$ cat src/rtl/axi4_burst_master.sv
// Command-driven AXI4 initiator: one INCR burst per command, one status word back.
// Optional 4 KB boundary rejection is enabled by defining AXI4_BURST_MASTER_4K_CHECK_EN.
module axi4_burst_master #(
   parameter int DATA_WIDTH = 32,
   parameter int ADDR_WIDTH = 32,
   parameter int STRB_WIDTH = DATA_WIDTH / 8,
   parameter int ID_WIDTH   = 8
) (
   input  logic                  clk,
   input  logic                  rstn,
   input  logic                  cmd_valid,
   output logic                  cmd_ready,
   input  logic                  cmd_write,
   input  logic [ADDR_WIDTH-1:0] cmd_addr,
   input  logic [7:0]            cmd_len,
   input  logic [ID_WIDTH-1:0]   cmd_id,
   input  logic [DATA_WIDTH-1:0] wr_data,
   input  logic [STRB_WIDTH-1:0] wr_strb,
   input  logic                  wr_valid,
   output logic                  wr_ready,
   output logic [DATA_WIDTH-1:0] rd_data,
   output logic                  rd_last,
   output logic                  rd_valid,
   input  logic                  rd_ready,
   output logic [1:0]            sts_resp,
   output logic                  sts_valid,
   input  logic                  sts_ready,
   output logic [ID_WIDTH-1:0]   m_axi_awid,
   output logic [ADDR_WIDTH-1:0] m_axi_awaddr,
   output logic [7:0]            m_axi_awlen,
   output logic [2:0]            m_axi_awsize,
   output logic [1:0]            m_axi_awburst,
   output logic                  m_axi_awvalid,
   input  logic                  m_axi_awready,
   output logic [DATA_WIDTH-1:0] m_axi_wdata,
   output logic [STRB_WIDTH-1:0] m_axi_wstrb,
   output logic                  m_axi_wlast,
   output logic                  m_axi_wvalid,
   input  logic                  m_axi_wready,
   input  logic [ID_WIDTH-1:0]   m_axi_bid,
   input  logic [1:0]            m_axi_bresp,
   input  logic                  m_axi_bvalid,
   output logic                  m_axi_bready,
   output logic [ID_WIDTH-1:0]   m_axi_arid,
   output logic [ADDR_WIDTH-1:0] m_axi_araddr,
   output logic [7:0]            m_axi_arlen,
   output logic [2:0]            m_axi_arsize,
   output logic [1:0]            m_axi_arburst,
   output logic                  m_axi_arvalid,
   input  logic                  m_axi_arready,
   input  logic [ID_WIDTH-1:0]   m_axi_rid,
   input  logic [DATA_WIDTH-1:0] m_axi_rdata,
   input  logic [1:0]            m_axi_rresp,
   input  logic                  m_axi_rlast,
   input  logic                  m_axi_rvalid,
   output logic                  m_axi_rready
);

   // state     | meaning
   // S_IDLE    | waiting for a command, cmd_ready high
   // S_WRITE   | AW and W channels running concurrently (or discarding beats)
   // S_WR_RESP | waiting for the B response
   // S_RD_ADDR | AR presented until accepted
   // S_RD_DATA | R beats passed through to rd_*
   // S_STATUS  | status word presented until accepted
   typedef enum logic [2:0] {
      S_IDLE, S_WRITE, S_WR_RESP, S_RD_ADDR, S_RD_DATA, S_STATUS
   } state_t;

   localparam logic [2:0] AXSIZE = 3'($clog2(STRB_WIDTH));

   state_t                r_state;
   logic                  r_cmd_ready, r_awvalid, r_arvalid, r_bready, r_sts_valid;
   logic                  r_aw_done, r_w_done, r_drop, r_err_seen;
   logic [7:0]            r_beat_cnt, r_len;
   logic [ADDR_WIDTH-1:0] r_addr;
   logic [ID_WIDTH-1:0]   r_id;
   logic [1:0]            r_sts_resp;

   logic w_w_active, w_last_beat, w_w_hs, w_aw_fin, w_w_fin, w_r_active, w_r_hs, w_cross;
   logic w_unused_rid;

   assign w_w_active  = (r_state == S_WRITE) && !r_w_done;
   assign w_last_beat = (r_beat_cnt == r_len);
   assign w_r_active  = (r_state == S_RD_DATA);

   // Discarded bursts still drain the beat stream but never reach the W channel.
   assign m_axi_wvalid = w_w_active && !r_drop && wr_valid;
   assign wr_ready     = w_w_active && (r_drop || m_axi_wready);
   assign m_axi_wdata  = wr_data;
   assign m_axi_wstrb  = wr_strb;
   assign m_axi_wlast  = w_w_active && w_last_beat;
   assign w_w_hs       = w_w_active && wr_valid && wr_ready;
   assign w_aw_fin     = r_aw_done || (r_awvalid && m_axi_awready);
   assign w_w_fin      = r_w_done || (w_w_hs && w_last_beat);

   assign rd_valid     = w_r_active && m_axi_rvalid;
   assign m_axi_rready = w_r_active && rd_ready;
   assign rd_data      = m_axi_rdata;
   assign rd_last      = w_r_active && m_axi_rlast;
   assign w_r_hs       = w_r_active && m_axi_rvalid && rd_ready;
   assign w_unused_rid = ^m_axi_rid;

`ifdef AXI4_BURST_MASTER_4K_CHECK_EN
   logic [31:0] w_end;
   assign w_end   = 32'(cmd_addr[11:0]) + (32'(cmd_len) + 32'd1) * 32'(STRB_WIDTH);
   assign w_cross = (w_end > 32'd4096);
`else
   assign w_cross = 1'b0;
`endif

   assign cmd_ready     = r_cmd_ready;
   assign sts_valid     = r_sts_valid;
   assign sts_resp      = r_sts_resp;
   assign m_axi_bready  = r_bready;
   assign m_axi_awvalid = r_awvalid;
   assign m_axi_awid    = r_id;
   assign m_axi_awaddr  = r_addr;
   assign m_axi_awlen   = r_len;
   assign m_axi_awsize  = AXSIZE;
   assign m_axi_awburst = 2'b01;
   assign m_axi_arvalid = r_arvalid;
   assign m_axi_arid    = r_id;
   assign m_axi_araddr  = r_addr;
   assign m_axi_arlen   = r_len;
   assign m_axi_arsize  = AXSIZE;
   assign m_axi_arburst = 2'b01;

   always_ff @(posedge clk or negedge rstn) begin
      if (!rstn) begin
         r_state     <= S_IDLE;
         r_cmd_ready <= 1'b0;
         r_awvalid   <= 1'b0;
         r_arvalid   <= 1'b0;
         r_bready    <= 1'b0;
         r_sts_valid <= 1'b0;
         r_aw_done   <= 1'b0;
         r_w_done    <= 1'b0;
         r_drop      <= 1'b0;
         r_err_seen  <= 1'b0;
         r_beat_cnt  <= '0;
         r_len       <= '0;
         r_addr      <= '0;
         r_id        <= '0;
         r_sts_resp  <= 2'b00;
      end else begin
         case (r_state)
            S_IDLE: begin
               if (r_cmd_ready && cmd_valid) begin
                  r_cmd_ready <= 1'b0;
                  r_addr      <= cmd_addr;
                  r_len       <= cmd_len;
                  r_id        <= cmd_id;
                  r_beat_cnt  <= '0;
                  r_sts_resp  <= 2'b00;
                  r_err_seen  <= 1'b0;
                  r_aw_done   <= 1'b0;
                  r_w_done    <= 1'b0;
                  r_drop      <= 1'b0;
                  if (w_cross) begin
                     if (cmd_write) begin
                        r_state   <= S_WRITE;
                        r_drop    <= 1'b1;
                        r_aw_done <= 1'b1;
                     end else begin
                        r_state     <= S_STATUS;
                        r_sts_resp  <= 2'b10;
                        r_sts_valid <= 1'b1;
                     end
                  end else if (cmd_write) begin
                     r_state   <= S_WRITE;
                     r_awvalid <= 1'b1;
                  end else begin
                     r_state   <= S_RD_ADDR;
                     r_arvalid <= 1'b1;
                  end
               end else begin
                  r_cmd_ready <= 1'b1;
               end
            end
            S_WRITE: begin
               if (r_awvalid && m_axi_awready) begin
                  r_awvalid <= 1'b0;
                  r_aw_done <= 1'b1;
               end
               if (w_w_hs) begin
                  r_beat_cnt <= r_beat_cnt + 8'd1;
                  if (w_last_beat) r_w_done <= 1'b1;
               end
               if (w_aw_fin && w_w_fin) begin
                  if (r_drop) begin
                     r_state     <= S_STATUS;
                     r_sts_resp  <= 2'b10;
                     r_sts_valid <= 1'b1;
                  end else begin
                     r_state  <= S_WR_RESP;
                     r_bready <= 1'b1;
                  end
               end
            end
            S_WR_RESP: begin
               if (m_axi_bvalid) begin
                  r_bready    <= 1'b0;
                  r_sts_resp  <= (m_axi_bid != r_id) ? 2'b10 : m_axi_bresp;
                  r_sts_valid <= 1'b1;
                  r_state     <= S_STATUS;
               end
            end
            S_RD_ADDR: begin
               if (m_axi_arready) begin
                  r_arvalid <= 1'b0;
                  r_state   <= S_RD_DATA;
               end
            end
            S_RD_DATA: begin
               if (w_r_hs) begin
                  r_beat_cnt <= r_beat_cnt + 8'd1;
                  if ((m_axi_rresp != 2'b00) && !r_err_seen) begin
                     r_sts_resp <= m_axi_rresp;
                     r_err_seen <= 1'b1;
                  end
                  // A short burst overrides any slave error code.
                  if (m_axi_rlast) begin
                     r_state     <= S_STATUS;
                     r_sts_valid <= 1'b1;
                     if (!w_last_beat) r_sts_resp <= 2'b10;
                  end
               end
            end
            S_STATUS: begin
               if (sts_ready) begin
                  r_sts_valid <= 1'b0;
                  r_cmd_ready <= 1'b1;
                  r_state     <= S_IDLE;
               end
            end
            default: r_state <= S_IDLE;
         endcase
      end
   end

endmodule

$ cat config.mk
export PLATFORM = sky130hd
export DESIGN_NAME = axi4_burst_master
export DESIGN_NICKNAME = d
export VERILOG_FILES = /design/src/rtl/axi4_burst_master.sv
export SDC_FILE = /design/constraint.sdc
export NUM_CORES = 1
export LEC_CHECK = 0
export CORE_AREA = 10 10 122 124
export DETAILED_ROUTE_END_ITERATION = 8
export DIE_AREA = 0 0 132 134
export PLACE_DENSITY = 0.82
export SYNTH_ARGS = -nofsm -noshare
export SYNTH_HDL_FRONTEND = slang
export SYNTH_SLANG_ARGS = --single-unit
$ cat constraint.sdc
create_clock -name clk -period 3.6 [get_ports clk]
set_input_delay 0.72 -clock clk [delete_from_list [all_inputs] [get_ports clk]]
set_output_delay 0.72 -clock clk [all_outputs]
set_load 0.05 [all_outputs]
==> results.txt <==
CTS Buf Count: 9
hold path cells: 2
Pre-antenna DRT Iters: 4
Setup Crit Path Kind: reg2out
relative slew slack: 41.2%
Via density: 4.45
register area share after synthesis: 41.4%
setup ws final: 0.311 ns
VDD IR max: 0.655 mV
Sink Count: 69
Syn Area/Cell: 8.45 um2
TritonCTS clock tree: done
WP data required: 2.88 ns
Setup Skew: 0.0106 ns
largest net degree at the start of global routing: 70
total negative slack: 0 ns
DP Worst Slack: 0.649 ns
Detail Route Antenna Nets: 0
CORE AREA: 0.0125 mm2
list of most frequent post-synthesis cells: nand2_1, buf_4, dfrtp_1
worst-margin pin slew: 0.883 ns
Critical Path End Type: output pin
post-synthesis cell count: 494
via count: 3278
crit path max fanout: 13
type of the tightest min-delay check: reg2reg
fillcell total: 1198
Crit Reg-Reg Startpoint: r_state[1]
yosys warns: 0
synth top area cells: dfrtp_1, buf_4, nand2_1
Pwr Density: 1130 mW/mm2
total gr overflow: 0
final worst-path cycle share: 91.4%
layout cells sized above 1: 6.37%
max cap viols: 0
Die Width: 132 um
Max clock buf depth: 2
routability congestion estimate: 0.875
Tot GR Track Use: 13.8%
H-tree levels: 3
Rows: 41
wire length per cell: 17.0 um
Sequential Area: 0.00173 mm2
clk slew on worst S/H paths: 0.06 ns
Cell variety after synth: 45
Hold Path End: m_axi_bready
Post-CTS Hold Fix Bufs: 0
clock latency on the worst-skew pair: 0.34 ns
endpoints failing hold: 0
fin. max-slew vios: 0
area of the multi-input gates: 0.00146 mm2
Die Y: 134 um
reg-to-reg endpoint: m_axi_araddr[4]
Fin Hold WS: 0.476 ns
# diodes: 0
DR iter-0 viols: 138
postcts setup bufs: 0
Min Clock Period, post-route: 3.29 ns
Starting Density: 33.5%
# DRC: 0
Leak: 2.49 nW
global-route wire length before repair: 19300 um
FFs w/ async S/R, synth: 100%
Seq cells post-synth: 69
IO Count: 336
final wirelength: 12500 um
Reg2Reg Depth: 6
Mapped Area: 0.00417 mm2
Top FF cell, synth: dfrtp_1
vias in the first global route: 3359
reg2reg setup slack: 1.36 ns
post-synth top area cell: dfrtp_1
beginning of the worst hold path: m_axi_bready
crit start category: register
Area Growth Syn to Fin: 33.9%
status: finished, final reports clean
post-CTS sizing: 0
final setup violation count: 0
placed wire-length estimate: 9760 um
initial antenna violation count: 0
post-route design area: 0.00559 mm2
# nets final: 710
Cell Area, Placed: 0.00528 mm2
CTS Root Cell: clkbuf_16
RSZ-0062 raised after global routing: no
f_max: 304 MHz
most common cell in the netlist: nand2_1
Post-synth EDFFs: 0
Port Buf Inserts: 181
post-synth top area share: 41.4%
fin util: 44.8%
Die Area: 0.0177 mm2
CP arrival: 2.57 ns
## metrics by stage
| step | cells | total power [mW] |
|---|---|---|
| 2_1_floorplan | 502 | 4.54 |
| 3_3_place_gp | 721 | 5.40 |
| 3_5_place_dp | 721 | 5.44 |
| 4_1_cts | 737 | 6.38 |
| 5_1_grt | 737 | 6.64 |
| 6_report | 737 | 6.29 |
## critical path, cell delays in order (launching register included)
cell and delay, ns:
dfrtp_1 0.51, or3b_4 0.49, nor2_1 0.26, and2_1 0.17
clkdlybuf4s50_1 0.80
## cells by family (layout without fill, tap and decap cells)
family	after synthesis	count (layout)	share of synthesized area (%)
other cells	2	10	0.180
compound gates	42	42	7.26
buf+inv	145	208	24.6
fa+ha+maj	1	1	0.300
xor+xnor	18	18	3.78
mux	2	2	0.510
flops	69	69	41.4
simple gates	215	215	21.9
## worst max path at each step
stage,from,end
final,r_state[2],wr_ready
after global routing,r_state[2],wr_ready
after CTS,r_state[2],m_axi_wvalid
after detailed placement,r_state[2],m_axi_wvalid
after global placement,r_state[2],wr_ready
after floorplan,m_axi_arlen[0],m_axi_wlast
## per-layer routing
layer	share of wire, %	global-route usage [%]	vias to the layer above
met2	47	21.9	175
met5	0	0	-
li1	-	-	1578
met1	39	14.6	1493
met4	2.2	6.61	0
met3	11	7.65	32
## power by group
part / internal, mW / switching, mW
clock: 0.573 / 0.333
sequential: 1.09 / 0.325
combinational: 1.28 / 2.69
## layout by cell type, fill, tap and decap left out, drive strengths merged, types with 3 or more instances in the layout
cell type	instances
or2	3
clkdlybuf4s50	180
nand2b	3
xor2	10
dfrtp	69
o21ai	13
xnor2	8
a31oi	5
nor3	5
inv	4
nor2	16
nand4	4
buf	8
a21oi	8
and2	7
nand2	159
nand3	5
conb	10
o31ai	4
clkbuf	11
## sequential cells by signal, indices dropped and copies added (netlist names), 2 cells and up
register	cells
m_axi_araddr	32
r_state	3
m_axi_arid	8
r_beat_cnt	8
m_axi_arlen	8
sts_resp	2
## final cells by class
class | count | area share [%]
Timing Repair Buffer | 188 | 33.3
Sequential cell | 69 | 30.9
Multi-Input combinational cell | 288 | 26.1
Clock buffer | 11 | 4.52
Tap cell | 172 | 3.85
Clock inverter | 5 | 1.05
Inverter | 4 | 0.269
No activity file was read; power rests on OpenSTA's default activity.
